`src/rtl/vram_slot_arbiter.sv`:
```
// Time-multiplexes one synchronous-read vram across N_LAYERS requesters, one read per layer per pixel period.
// A batch is presented on layer_data_o one clk after the pix_tick that closes it, so a full-rate final word can still land.
module vram_slot_arbiter #(
  parameter int unsigned N_LAYERS = 4,
  parameter int unsigned ADDR_W   = 15,
  parameter int unsigned DATA_W   = 13,
  parameter int unsigned SLOTS    = 4,
  parameter int unsigned READ_LAT = 1
) (
  input  logic                         clk,
  input  logic                         rst_n,
  input  logic                         pix_tick_i,
  input  logic [N_LAYERS*ADDR_W-1:0]   req_addr_i,
  input  logic [N_LAYERS-1:0]          req_en_i,
  output logic [ADDR_W-1:0]            vram_addr_o,
  output logic                         vram_en_o,
  input  logic [DATA_W-1:0]            vram_data_i,
  output logic [N_LAYERS*DATA_W-1:0]   layer_data_o,
  output logic [N_LAYERS-1:0]          layer_valid_o,
  output logic                         out_strobe_o,
  output logic                         overrun_o
);

  localparam int unsigned IDX_W     = (N_LAYERS > 1) ? $clog2(N_LAYERS) : 1;
  localparam int unsigned BATCH_CYC = N_LAYERS + READ_LAT - 1;
  localparam int unsigned CNT_W     = $clog2(BATCH_CYC + SLOTS + 1);

  typedef enum logic [1:0] {IDLE, ISSUE, DRAIN, DONE} state_e;
  typedef logic [N_LAYERS-1:0][ADDR_W-1:0] addr_vec_t;
  typedef logic [N_LAYERS-1:0][DATA_W-1:0] data_vec_t;

  state_e                          state_q, state_d;
  logic [IDX_W-1:0]                slot_q, slot_d;
  logic [CNT_W-1:0]                cnt_q, cnt_d;
  addr_vec_t                       snap_addr_q, snap_addr_d;
  logic [N_LAYERS-1:0]             snap_en_q, snap_en_d;
  logic [ADDR_W-1:0]               vram_addr_q, vram_addr_d;
  logic                            vram_en_q, vram_en_d;
  logic [READ_LAT:0]               cap_vld_q, cap_vld_d;
  logic [READ_LAT:0]               cap_en_q, cap_en_d;
  logic [READ_LAT:0][IDX_W-1:0]    cap_idx_q, cap_idx_d;
  data_vec_t                       shadow_q, shadow_d;
  logic                            xfer_q, xfer_d;
  logic [N_LAYERS-1:0]             xfer_en_q, xfer_en_d;
  data_vec_t                       layer_data_q, layer_data_d;
  logic [N_LAYERS-1:0]             layer_valid_q, layer_valid_d;
  logic                            strobe_q, strobe_d;
  logic                            overrun_q, overrun_d;

  logic                            tick_ok;
  logic                            tick_ovr;
  logic                            issue_vld;
  logic                            issue_en;
  logic [IDX_W-1:0]                issue_idx;

  // A tick is on time when at most the final capture of the batch is still outstanding.
  always_comb begin
    tick_ok  = pix_tick_i && ((state_q == DONE) || ((state_q == DRAIN) && (cnt_q <= CNT_W'(1))));
    tick_ovr = pix_tick_i && !tick_ok && (state_q != IDLE);
  end

  always_comb begin
    state_d       = state_q;
    slot_d        = slot_q;
    cnt_d         = (cnt_q != '0) ? cnt_q - CNT_W'(1) : '0;
    snap_addr_d   = snap_addr_q;
    snap_en_d     = snap_en_q;
    vram_addr_d   = vram_addr_q;
    vram_en_d     = 1'b0;
    shadow_d      = shadow_q;
    xfer_d        = 1'b0;
    xfer_en_d     = xfer_en_q;
    layer_data_d  = layer_data_q;
    layer_valid_d = layer_valid_q;
    strobe_d      = 1'b0;
    overrun_d     = overrun_q;
    issue_vld     = 1'b0;
    issue_en      = 1'b0;
    issue_idx     = '0;

    // Capture; words of a discarded batch are dropped.
    if (cap_vld_q[READ_LAT] && !tick_ovr) begin
      shadow_d[cap_idx_q[READ_LAT]] = cap_en_q[READ_LAT] ? vram_data_i : '0;
    end

    // Atomic transfer uses shadow_d so a word landing this cycle is included.
    if (xfer_q) begin
      layer_data_d  = shadow_d;
      layer_valid_d = xfer_en_q;
      strobe_d      = 1'b1;
    end

    case (state_q)
      ISSUE: begin
        issue_vld   = 1'b1;
        issue_idx   = slot_q;
        issue_en    = snap_en_q[slot_q];
        vram_addr_d = snap_addr_q[slot_q];
        if (slot_q == IDX_W'(N_LAYERS - 1)) begin
          state_d = DRAIN;
        end else begin
          slot_d = slot_q + IDX_W'(1);
        end
      end
      DRAIN: begin
        if (cnt_q <= CNT_W'(1)) begin
          state_d = DONE;
        end
      end
      default: ;
    endcase

    if (pix_tick_i) begin
      if (tick_ok) begin
        xfer_d    = 1'b1;
        xfer_en_d = snap_en_q;
      end
      if (tick_ovr) begin
        overrun_d = 1'b1;
      end
      snap_addr_d = addr_vec_t'(req_addr_i);
      snap_en_d   = req_en_i;
      issue_vld   = 1'b1;
      issue_idx   = '0;
      issue_en    = req_en_i[0];
      vram_addr_d = req_addr_i[ADDR_W-1:0];
      slot_d      = IDX_W'(1);
      cnt_d       = CNT_W'(BATCH_CYC);
      state_d     = (N_LAYERS > 1) ? ISSUE : DRAIN;
    end

    vram_en_d = issue_vld & issue_en;

    // Read-return pipeline tracks which slot each returning word belongs to.
    cap_vld_d[0] = issue_vld;
    cap_en_d[0]  = issue_en;
    cap_idx_d[0] = issue_idx;
    for (int k = 1; k <= int'(READ_LAT); k++) begin
      cap_vld_d[k] = cap_vld_q[k-1] & ~tick_ovr;
      cap_en_d[k]  = cap_en_q[k-1];
      cap_idx_d[k] = cap_idx_q[k-1];
    end
  end

  always_ff @(posedge clk) begin
    if (!rst_n) begin
      state_q       <= IDLE;
      slot_q        <= '0;
      cnt_q         <= '0;
      snap_addr_q   <= '0;
      snap_en_q     <= '0;
      vram_addr_q   <= '0;
      vram_en_q     <= 1'b0;
      cap_vld_q     <= '0;
      cap_en_q      <= '0;
      cap_idx_q     <= '0;
      shadow_q      <= '0;
      xfer_q        <= 1'b0;
      xfer_en_q     <= '0;
      layer_data_q  <= '0;
      layer_valid_q <= '0;
      strobe_q      <= 1'b0;
      overrun_q     <= 1'b0;
    end else begin
      state_q       <= state_d;
      slot_q        <= slot_d;
      cnt_q         <= cnt_d;
      snap_addr_q   <= snap_addr_d;
      snap_en_q     <= snap_en_d;
      vram_addr_q   <= vram_addr_d;
      vram_en_q     <= vram_en_d;
      cap_vld_q     <= cap_vld_d;
      cap_en_q      <= cap_en_d;
      cap_idx_q     <= cap_idx_d;
      shadow_q      <= shadow_d;
      xfer_q        <= xfer_d;
      xfer_en_q     <= xfer_en_d;
      layer_data_q  <= layer_data_d;
      layer_valid_q <= layer_valid_d;
      strobe_q      <= strobe_d;
      overrun_q     <= overrun_d;
    end
  end

  assign vram_addr_o   = vram_addr_q;
  assign vram_en_o     = vram_en_q;
  assign layer_data_o  = layer_data_q;
  assign layer_valid_o = layer_valid_q;
  assign out_strobe_o  = strobe_q;
  assign overrun_o     = overrun_q;

endmodule

```
`config.mk`:
```
export PLATFORM = sky130hd
export DESIGN_NAME = vram_slot_arbiter
export DESIGN_NICKNAME = d
export VERILOG_FILES = /design/src/rtl/vram_slot_arbiter.sv
export SDC_FILE = /design/constraint.sdc
export NUM_CORES = 1
export LEC_CHECK = 0
export CORE_ASPECT_RATIO = 0.7
export CORE_MARGIN = 3
export CORE_UTILIZATION = 30
export CTS_CLUSTER_SIZE = 20
export DETAILED_ROUTE_END_ITERATION = 10
export SLEW_MARGIN = 20
export SYNTH_ARGS = -nofsm -noshare
export SYNTH_HDL_FRONTEND = slang
export SYNTH_SLANG_ARGS = --single-unit
```
`constraint.sdc`:
```
create_clock -name clk -period 1.89 [get_ports clk]
set_clock_uncertainty 0.1 [all_clocks]
set_input_delay 0.378 -clock clk [delete_from_list [all_inputs] [get_ports clk]]
set_output_delay 0.378 -clock clk [all_outputs]
set_load 0.05 [all_outputs]
```
# == Word-level counts from Yosys, hierarchy flattened ==
# Cells that the tools add are included.
# word_totals
reg_bits,211
latch_bits,0
ram_bits,0
romBits,0
in_bits,80
out_inout_bits,74
n_memories,0
# classes
add_sub_neg,2
mul,0
n_div,0
magnitude_cmp,4
n_eq_ne,9
shifts,0
muxes,26
n_bitwise,7
reduce_logical,24
# op_table
operator,n
$bwmux 52,1
$mux 52,1
$mux 15,3
$bmux 15 s2,1
$demux 13 s2,1
$mux 13,2
$mux 1,11
$reduce_and 2->1,5
$eq 2x2->1 const B,3
$logic_and 1x1->1,6
$lt 2x3->1 const B,2
$mux 3,2
$reduce_and 3->1,2
$reduce_bool 2->1,3
$reduce_or 3->1,2
$not 1->1,5
$le 4x1->1 const B,1
$mux 2,2
$ne 2x2->1 const B,2
$pmux 2 s2,1
$reduce_bool 4->1,1
$sub 4x1->4 const B,1
$ne 3x2->1 const B,1
$ne 3x3->1 const B,1
other kinds (10),12

# == Logic depth before layout (Yosys ltp) ==
# Gate-level depths: netlist (run 1).
# logic_depth
word_depth,10
ltp_mapped,7

# == Least setup slack after synthesis (run 1) ==
# Ideal clock, no wire load.
# synth_path
kind,reg2reg
startpoint,register slot_q[0]
endpoint,register vram_addr_q[10] (netlist: vram_addr_o[10])
setup_time_ns,0.133
t_arrival_ns,1.507
slack_ns,0.151
stages_incl_launch_ff,6
synth_period_minus_slack_ns,1.739
path_cell_list,dfxtp_1 -> buf_2 -> buf_4 -> mux4_2 -> mux2i_1 -> a21oi_1
# synth_between
elab_chain_len,4
# synth_lines
item,line_no,text
start: declaration,33,"logic [IDX_W-1:0] slot_q, slot_d;"
start signal: assignment,166,slot_q <= slot_d;
$bmux 15 s2,98,vram_addr_d = snap_addr_q[slot_q];
$mux 15 (implied by the code),98,
$mux 15,93,case (state_q)
$mux 15,113,if (pix_tick_i) begin
end signal: assignment,170,vram_addr_q <= vram_addr_d;
end: declaration,37,"logic [ADDR_W-1:0] vram_addr_q, vram_addr_d;"
# No other way between the ends. The select of a mux whose other input is x is not followed.
# A chain may end at the register's enable or synchronous reset.

# == Worst setup path after layout (run 1) ==
# layout_path
startpoint,register state_q[0]
endpoint,"register layer_data_q, in the netlist layer_data_o[26]"
# layout_between
elab_chain_len,10
# layout_lines
item,line_no,text
start: declaration,32,"state_e state_q, state_d;"
start signal: assignment,165,state_q <= state_d;
$eq 2x2->1,58,tick_ok = pix_tick_i && ((state_q == DONE) || ((state_q == DRAIN) && (cnt_q <= CNT_W'(1))));
$logic_and 1x1->1,58,
$logic_or 1x1->1,58,
$logic_and 1x1->1,58,
$logic_not 1->1,59,tick_ovr = pix_tick_i && !tick_ok && (state_q != IDLE);
$logic_and 1x1->1,59,
$logic_and 1x1->1 *,59,
$logic_not 1->1 *,82,if (cap_vld_q[READ_LAT] && !tick_ovr) begin
$logic_and 1x1->1 *,82,
$mux 52 *,82,
end signal: assignment,178,layer_data_q <= layer_data_d;
end: declaration,45,"data_vec_t layer_data_q, layer_data_d;"
# Mark *: on every way between the ends. The rest lies on a longest branch, timed or not.

==> results of run 1 <==
## cells in the final DEF (no fill, tap or decap), types with 9 or more instances in the layout
| master | n |
|---|---|
| sky130_fd_sc_hd__a21oi_1 | 78 |
| sky130_fd_sc_hd__clkbuf_16 | 25 |
| sky130_fd_sc_hd__buf_12 | 14 |
| sky130_fd_sc_hd__nand2_1 | 9 |
| sky130_fd_sc_hd__a31oi_1 | 54 |
| sky130_fd_sc_hd__clkdlybuf4s50_1 | 77 |
| sky130_fd_sc_hd__mux4_2 | 16 |
| sky130_fd_sc_hd__nand4_1 | 52 |
| sky130_fd_sc_hd__dfxtp_1 | 208 |
| sky130_fd_sc_hd__nor2_1 | 78 |
| sky130_fd_sc_hd__o21ai_0 | 72 |
| sky130_fd_sc_hd__buf_4 | 103 |
| sky130_fd_sc_hd__mux2i_1 | 84 |
| sky130_fd_sc_hd__and2_1 | 18 |
| sky130_fd_sc_hd__o21ai_1 | 50 |
## registers in the layout (all words and copies together), names as in the netlist, 2 cells and up
name / count
layer_data_o: 52
vram_addr_o: 15
state_q: 2
cap_en_q: 2
cnt_q: 4
slot_q: 2
cap_idx_d: 2
xfer_en_q: 4
snap_addr_q: 60
snap_en_q: 4
cap_idx_q: 2
shadow_q: 52
layer_valid_o: 4
cap_vld_q: 2
## what timing repair did
action	CTS	global route
endpoints found under the setup margin	7	82
hold endpoints to repair	0	0
pin swaps	0	4
buffers inserted	0	1
resized for setup	2	16
gates cloned	0	2
## cell usage after synthesis
library cell,instances
sky130_fd_sc_hd__and3_1,3
sky130_fd_sc_hd__nand2_1,9
sky130_fd_sc_hd__or3_1,1
sky130_fd_sc_hd__inv_1,7
sky130_fd_sc_hd__nor2b_1,2
sky130_fd_sc_hd__nand2b_1,1
sky130_fd_sc_hd__clkbuf_1,39
sky130_fd_sc_hd__dfxtp_1,211
sky130_fd_sc_hd__nand4_1,52
sky130_fd_sc_hd__o21ai_1,52
sky130_fd_sc_hd__and2b_1,1
sky130_fd_sc_hd__nor3b_2,1
sky130_fd_sc_hd__a41oi_1,1
sky130_fd_sc_hd__or2_2,1
sky130_fd_sc_hd__o31a_2,1
sky130_fd_sc_hd__a31o_2,1
sky130_fd_sc_hd__and2_1,18
sky130_fd_sc_hd__o31ai_4,1
sky130_fd_sc_hd__buf_2,23
sky130_fd_sc_hd__nor3_1,2
sky130_fd_sc_hd__buf_1,9
sky130_fd_sc_hd__xnor2_1,1
sky130_fd_sc_hd__buf_4,1
sky130_fd_sc_hd__mux4_2,16
sky130_fd_sc_hd__nand3_1,5
sky130_fd_sc_hd__clkinv_1,1
sky130_fd_sc_hd__ha_1,8
sky130_fd_sc_hd__o21ai_0,72
sky130_fd_sc_hd__a31oi_1,55
sky130_fd_sc_hd__buf_6,5
sky130_fd_sc_hd__nor2_1,79
sky130_fd_sc_hd__or2_4,1
sky130_fd_sc_hd__mux2i_1,84
sky130_fd_sc_hd__o21a_1,1
sky130_fd_sc_hd__a21oi_1,78
sky130_fd_sc_hd__nor2_2,1
## cell families (layout without fill, tap and decap cells)
logic type                 count (synthesis)  count (layout)  share of synthesized area
and+or+nand+nor                          177             177                      0.108
DFF                                      211             211                      0.514
muxes                                    100             100                      0.146
adders and majority gates                  8               8                     0.0122
AOI/OAI and AO/OA                        262             262                      0.172
xor gates and xnor gates                   1               1                    0.00107
buffers and inverters                     85             247                     0.0473
## power by group
part | total (mW) | internal, mW | switching, mW
clock network | 4.69 | 2.85 | 1.83
logic | 1.24 | 0.564 | 0.679
registers | 4.69 | 4.60 | 0.0900
## final cells by class
cell class | instances | area, sq um | share of cell area
Sequential cell | 211 | 4230 | 0.383
Multi-Input combinational cell | 548 | 3660 | 0.331
Timing Repair Buffer | 197 | 1880 | 0.170
Clock buffer | 32 | 659 | 0.0597
Tap cell | 364 | 455 | 0.0412
Clock inverter | 10 | 135 | 0.0122
Inverter | 8 | 32.5 | 0.00294
## worst max path at each step
stage / end
6_report: layer_data_o[26]
5_1_grt: layer_data_o[40]
4_1_cts: layer_data_o[12]
3_5_place_dp: layer_data_o[44]
3_3_place_gp: layer_data_o[51]
2_1_floorplan: vram_addr_o[10]
## metrics by stage
step           TNS (ns)  cells  hold slack [ns]
4_1_cts               0   1367            0.241
6_report              0   1370            0.249
2_1_floorplan         0    844            0.312
3_3_place_gp          0   1325            0.323
5_1_grt        -0.00531   1370            0.259
3_5_place_dp          0   1325            0.320
## critical path: cells and delay by family, from the launching register on
family / cells / cell delay (ns)
AOI/OAI and AO/OA: 3 / 0.73
DFF: 1 / 0.34
buffers and inverters: 3 / 0.32
adders and majority gates: 1 / 0.19
## layer usage
| metal | up-vias | global-route usage | wire length [um] |
|---|---|---|---|
| li1 | 3389 | - | - |
| met1 | 3277 | 0.227 | 11600 |
| met4 | 0 | 0.0362 | 439 |
| met5 | - | 0 | 0 |
| met2 | 173 | 0.240 | 10500 |
| met3 | 33 | 0.0414 | 1530 |
==> flow_results.xml, run 1 <==
<?xml version="1.0" encoding="UTF-8"?>
<metrics>
  <group name="timing">
    <metric name="final_hold_fails" unit="">0</metric>
    <metric name="finalSetupViolations" unit="">0</metric>
    <metric name="final_min_period_over_clock_period" unit="">0.966</metric>
    <metric name="finalCriticalPeriod" unit="ns">1.82</metric>
    <metric name="final_max_slew_viol_count" unit="">0</metric>
    <metric name="timing.fmax" unit="GHz">0.548</metric>
    <metric name="tightest_slew" unit="ns">0.602</metric>
    <metric name="final.setup.worst_slack" unit="ns">0.0650</metric>
    <metric name="timing.max_slew.rel_slack" unit="">0.598</metric>
  </group>
  <group name="setup_path">
    <metric name="worstSetupStartpointType" unit="">register</metric>
    <metric name="regToRegSetupSlack" unit="ns">0.07</metric>
    <metric name="endpoint_type_of_the_worst_setup_path" unit="">register</metric>
    <metric name="slowest_stage" unit="">sky130_fd_sc_hd__o31a_4</metric>
    <metric name="worst-setup-path-type" unit="">reg2reg</metric>
    <metric name="worst-endpoint-arrival" unit="ns">2.10</metric>
    <metric name="crit_start" unit="">state_q[0]</metric>
    <metric name="start_of_the_worst_register_to_register_path" unit="">state_q[0]</metric>
    <metric name="crit_path_max_incr_delay" unit="ns">0.42</metric>
    <metric name="rr_worst_depth" unit="">7</metric>
    <metric name="critical_path_peak_fanout" unit="">11</metric>
    <metric name="required" unit="ns">2.17</metric>
    <metric name="rr_endpoint" unit="">layer_data_o[26]</metric>
    <metric name="path_cells" unit="">inv_1 &gt; ha_1 &gt; inv_2 &gt; o31a_4 &gt; buf_12 &gt; o21ai_1 &gt; a31oi_1</metric>
  </group>
  <group name="cells_and_area">
    <metric name="final_layout_size_suffix_gt1_frac" unit="">0.192</metric>
    <metric name="final_net_count" unit="">1077</metric>
    <metric name="layout.core_utilization" unit="">0.412</metric>
    <metric name="syn2layout_area_growth" unit="%">34.4</metric>
    <metric name="n_fill_cell" unit="">2597</metric>
    <metric name="antenna_cells" unit="">0</metric>
    <metric name="fin_area" unit="sq mm">0.0111</metric>
  </group>
  <group name="yosys">
    <metric name="synth-warning-count" unit="">0</metric>
    <metric name="synth.top_cell.area_share" unit="">0.514</metric>
    <metric name="synth_cells" unit="">844</metric>
    <metric name="syn_area" unit="sq mm">0.00822</metric>
    <metric name="synth.distinct_cells" unit="">36</metric>
    <metric name="post-synth-top-area-cell" unit="">sky130_fd_sc_hd__dfxtp_1</metric>
    <metric name="ys_top_cells_by_area" unit="">sky130_fd_sc_hd__dfxtp_1 51%, sky130_fd_sc_hd__mux2i_1 10%, sky130_fd_sc_hd__a21oi_1 4.7%</metric>
    <metric name="synth_nets" unit="">932</metric>
    <metric name="ys_seq_area_frac" unit="">0.514</metric>
    <metric name="synth.ff_latch_count" unit="">211</metric>
    <metric name="syn-mean-instance-area" unit="sq um">9.74</metric>
  </group>
  <group name="clock_network">
    <metric name="cts_tree" unit="">yes</metric>
    <metric name="insertion_delay" unit="ns">0.51</metric>
    <metric name="htree_num_levels" unit="">1</metric>
    <metric name="cts.root.buffer_cell" unit="">sky130_fd_sc_hd__clkbuf_16</metric>
    <metric name="clkTransAtPathRegs" unit="ns">0.06</metric>
    <metric name="cts_hold_buffers" unit="">0</metric>
    <metric name="max_root_sink_buffers" unit="">3</metric>
    <metric name="numClockSinks" unit="">211</metric>
    <metric name="tritoncts.num_buffers" unit="">23</metric>
  </group>
  <group name="detailed_routing">
    <metric name="ant_nets" unit="">0</metric>
    <metric name="dr.pass1.iters" unit="">5</metric>
    <metric name="drc" unit="">0</metric>
    <metric name="vias_per_cell" unit="">5.02</metric>
    <metric name="routed_wl" unit="mm">24.1</metric>
    <metric name="initialDrtViolationCount" unit="">499</metric>
    <metric name="route.vias.total" unit="">6872</metric>
    <metric name="avg_wl_per_cell" unit="um">17.6</metric>
  </group>
  <group name="floorplan">
    <metric name="die_width" unit="um">204</metric>
    <metric name="placement_rows" unit="">50</metric>
    <metric name="start_util" unit="">0.306</metric>
    <metric name="core-area" unit="sq mm">0.0268</metric>
    <metric name="die_h" unit="um">145</metric>
    <metric name="die_outline_area" unit="sq mm">0.0295</metric>
    <metric name="io_pins" unit="">154</metric>
  </group>
  <group name="global_routing">
    <metric name="grt_overflow" unit="">0</metric>
    <metric name="grt_first_pass_wirelength" unit="mm">37.5</metric>
    <metric name="pin_count_of_the_biggest_net_entering_global_routing" unit="">73</metric>
    <metric name="total_routing_usage_gr" unit="">0.158</metric>
    <metric name="number_of_global_route_vias_before_repair" unit="">6761</metric>
    <metric name="grt_antenna_before_repair" unit="">0</metric>
  </group>
  <group name="place">
    <metric name="gpl.final_weighted_congestion" unit="">0.820</metric>
    <metric name="place.detailed.hpwl" unit="mm">15.7</metric>
    <metric name="place_worst_setup_slack" unit="ns">0.00429</metric>
    <metric name="dpl_cell_area" unit="sq mm">0.0101</metric>
    <metric name="placement.io_buffers" unit="">153</metric>
  </group>
  <group name="min_path">
    <metric name="min_delay_path_depth" unit="">3</metric>
    <metric name="min_to" unit="">layer_valid_o[0]</metric>
    <metric name="worst_hold_startpoint" unit="">rst_n</metric>
    <metric name="hold_path.class" unit="">in2reg</metric>
  </group>
  <group name="power_and_ir_drop">
    <metric name="power.total" unit="mW">10.6</metric>
    <metric name="pwr_density_cell" unit="mW/mm^2">960</metric>
    <metric name="standby_leakage_power" unit="nW">4.32</metric>
    <metric name="worst_vdd_ir" unit="uV">639</metric>
  </group>
  <group name="status">
    <metric name="status" unit="">completed</metric>
  </group>
  <group name="flow_run">
    <metric name="max_cap_viol_count" unit="">0</metric>
  </group>
</metrics>
Power figures use the tool's default switching activity.
==> run 2, diff against run 1 <==
Settings changed: CTS_CLUSTER_SIZE 20 to 25, SKIP_CTS_REPAIR_TIMING from default to 1.
==> run 2 against run 1 <==
Cell area grew 0.14%. Wire length shrank 0.37%. Clock power is essentially flat. Sequential share of layout area shrank 0.052 points. Count of clock-buffer cells in the layout is the same.
==> flow_results.xml, run 2 (synthesis gave the netlist of run 1 again) <==
<?xml version="1.0" encoding="UTF-8"?>
<metrics>
  <group name="timing">
    <metric name="final.setup.worst_slack" unit="ns">0.0911</metric>
    <metric name="timing.max_slew.rel_slack" unit="">0.594</metric>
    <metric name="timing.fmax" unit="GHz">0.556</metric>
    <metric name="finalCriticalPeriod" unit="ns">1.80</metric>
    <metric name="whs" unit="ns">0.250</metric>
    <metric name="finalSetupViolations" unit="">0</metric>
    <metric name="tightest_slew" unit="ns">0.608</metric>
    <metric name="setup_tns" unit="ns">0</metric>
    <metric name="final_hold_fails" unit="">0</metric>
    <metric name="final_min_period_over_clock_period" unit="">0.952</metric>
    <metric name="final_max_slew_viol_count" unit="">0</metric>
  </group>
  <group name="place">
    <metric name="place_worst_setup_slack" unit="ns">0.00429</metric>
    <metric name="placement.io_buffers" unit="">153</metric>
    <metric name="place.detailed.hpwl" unit="mm">15.7</metric>
    <metric name="gpl.final_weighted_congestion" unit="">0.820</metric>
  </group>
  <group name="floorplan">
    <metric name="core-area" unit="sq mm">0.0268</metric>
    <metric name="io_pins" unit="">154</metric>
    <metric name="die_outline_area" unit="sq mm">0.0295</metric>
    <metric name="die_h" unit="um">145</metric>
    <metric name="placement_rows" unit="">50</metric>
    <metric name="die_width" unit="um">204</metric>
    <metric name="start_util" unit="">0.306</metric>
  </group>
  <group name="global_routing">
    <metric name="number_of_global_route_vias_before_repair" unit="">6761</metric>
    <metric name="grt_first_pass_wirelength" unit="mm">37.5</metric>
    <metric name="grt_antenna_before_repair" unit="">0</metric>
    <metric name="total_routing_usage_gr" unit="">0.158</metric>
    <metric name="pin_count_of_the_biggest_net_entering_global_routing" unit="">73</metric>
    <metric name="grt_overflow" unit="">0</metric>
  </group>
  <group name="cells_and_area">
    <metric name="antenna_cells" unit="">0</metric>
    <metric name="final_common_cell" unit="">sky130_fd_sc_hd__dfxtp_1</metric>
    <metric name="final_net_count" unit="">1077</metric>
    <metric name="syn2layout_area_growth" unit="%">34.6</metric>
    <metric name="registers.top_by_ff_count" unit="">snap_addr_q</metric>
    <metric name="largest_register_ff_count" unit="">60</metric>
    <metric name="multi_input_area" unit="sq mm">0.00368</metric>
    <metric name="layout.core_utilization" unit="">0.412</metric>
    <metric name="final_layout_size_suffix_gt1_frac" unit="">0.196</metric>
    <metric name="highest_count_cells_in_the_layout_ignoring_fill_and_taps" unit="">208 x sky130_fd_sc_hd__dfxtp_1, 103 x sky130_fd_sc_hd__buf_4, 84 x sky130_fd_sc_hd__mux2i_1, 78 x sky130_fd_sc_hd__a21oi_1, 78 x sky130_fd_sc_hd__nor2_1</metric>
    <metric name="ff_latch_area" unit="sq mm">0.00423</metric>
    <metric name="n_fill_cell" unit="">2602</metric>
  </group>
  <group name="clock_network">
    <metric name="htree_num_levels" unit="">1</metric>
    <metric name="max_root_sink_buffers" unit="">3</metric>
    <metric name="cts.root.buffer_cell" unit="">sky130_fd_sc_hd__clkbuf_16</metric>
    <metric name="numClockSinks" unit="">211</metric>
    <metric name="insertion_delay" unit="ns">0.51</metric>
    <metric name="tritoncts.num_buffers" unit="">23</metric>
    <metric name="clkTransAtPathRegs" unit="ns">0.06</metric>
    <metric name="cts_tree" unit="">yes</metric>
  </group>
  <group name="power_and_ir_drop">
    <metric name="pwr-share-comb" unit="">0.117</metric>
    <metric name="worst_vdd_ir" unit="uV">639</metric>
    <metric name="cellInternalPower" unit="mW">8.02</metric>
    <metric name="share_seq_of_total_power" unit="">0.442</metric>
    <metric name="power_frac_clock" unit="">0.441</metric>
    <metric name="netSwitchingFraction" unit="">0.245</metric>
    <metric name="pwr_density_cell" unit="mW/mm^2">959</metric>
    <metric name="power.net_switching" unit="mW">2.60</metric>
    <metric name="power.total" unit="mW">10.6</metric>
    <metric name="standby_leakage_power" unit="nW">4.32</metric>
  </group>
  <group name="detailed_routing">
    <metric name="initialDrtViolationCount" unit="">459</metric>
    <metric name="avg_wl_per_cell" unit="um">17.5</metric>
    <metric name="vias_per_cell" unit="">5.01</metric>
    <metric name="ant_nets" unit="">0</metric>
    <metric name="routed_wl" unit="mm">24.0</metric>
    <metric name="route.vias.total" unit="">6864</metric>
    <metric name="dr.pass1.iters" unit="">5</metric>
    <metric name="drc" unit="">0</metric>
  </group>
  <group name="setup_path">
    <metric name="worst-endpoint-arrival" unit="ns">2.08</metric>
    <metric name="worstSetupStartpointType" unit="">register</metric>
    <metric name="worst-setup-path-type" unit="">reg2reg</metric>
    <metric name="required" unit="ns">2.17</metric>
    <metric name="endpoint_type_of_the_worst_setup_path" unit="">register</metric>
    <metric name="critical_path_peak_fanout" unit="">16</metric>
  </group>
  <group name="flow_run">
    <metric name="max_cap_viol_count" unit="">0</metric>
  </group>
  <group name="min_path">
    <metric name="hold_path.class" unit="">in2reg</metric>
  </group>
  <group name="status">
    <metric name="status" unit="">completed</metric>
  </group>
</metrics>
==> run 2: cell types whose count changed in the layout (fill, tap and decap cells not counted) <==
cell,before,now
sky130_fd_sc_hd__o21ai_1,50,46
sky130_fd_sc_hd__o21ai_2,2,6
==> run 2: final timing paths <==
path / to / slack, ns / cells past startpoint / from
setup / recovery: layer_data_o[19] / 0.09 / 9 / state_q[0]
hold / removal: snap_addr_q[44] / 0.25 / 3 / rst_n
setup reg to reg: layer_data_o[19] / 0.09 / 9 / state_q[0]
hold reg to reg: cap_idx_q[2] / 0.33 / 1 / cap_idx_d[2]
==> run 2: power by group through the flow <==
stage | logic, mW | registers (mW) | clock network, mW
after global placement | 1.19 | 4.79 | 0
after global routing | 1.34 | 4.70 | 5.01
final | 1.24 | 4.69 | 4.68
after CTS | 1.20 | 4.69 | 4.82
after detailed placement | 1.20 | 4.79 | 0
after floorplan | 0.562 | 4.93 | 0
==> run 2: per-layer routing <==
metal | vias to the layer above | GRT usage | routed length, um
met5 | - | 0 | 0
met4 | 0 | 0.0362 | 444
met3 | 35 | 0.0414 | 1610
met2 | 168 | 0.240 | 10500
met1 | 3267 | 0.227 | 11500
li1 | 3394 | - | -
==> run 2: area by class of cell <==
type                    count  area share
inverters                   8     0.00294
repair buffers            197       0.170
multi-input cells         548       0.332
clock buffers              32      0.0596
flip-flops and latches    211       0.382
clock inverters            10      0.0122
well taps                 364      0.0411
==> run 2: per-stage QoR <==
stage                     area [sq um]  cells
after CTS                        10900   1367
final                            11100   1370
after global placement           10100   1325
after detailed placement         10100   1325
after global routing             11100   1370
after floorplan                   8220    844
==> run 2: worst max-delay path: stages, from the launching register on <==
cell and delay, ns:
sky130_fd_sc_hd__dfxtp_2 0.35, sky130_fd_sc_hd__inv_1 0.06, sky130_fd_sc_hd__ha_2 0.19, sky130_fd_sc_hd__nor3b_4 0.21
sky130_fd_sc_hd__buf_4 0.16, sky130_fd_sc_hd__o31ai_4 0.07, sky130_fd_sc_hd__buf_12 0.14, sky130_fd_sc_hd__clkbuf_16 0.18
sky130_fd_sc_hd__nand4_1 0.12, sky130_fd_sc_hd__a31oi_1 0.09
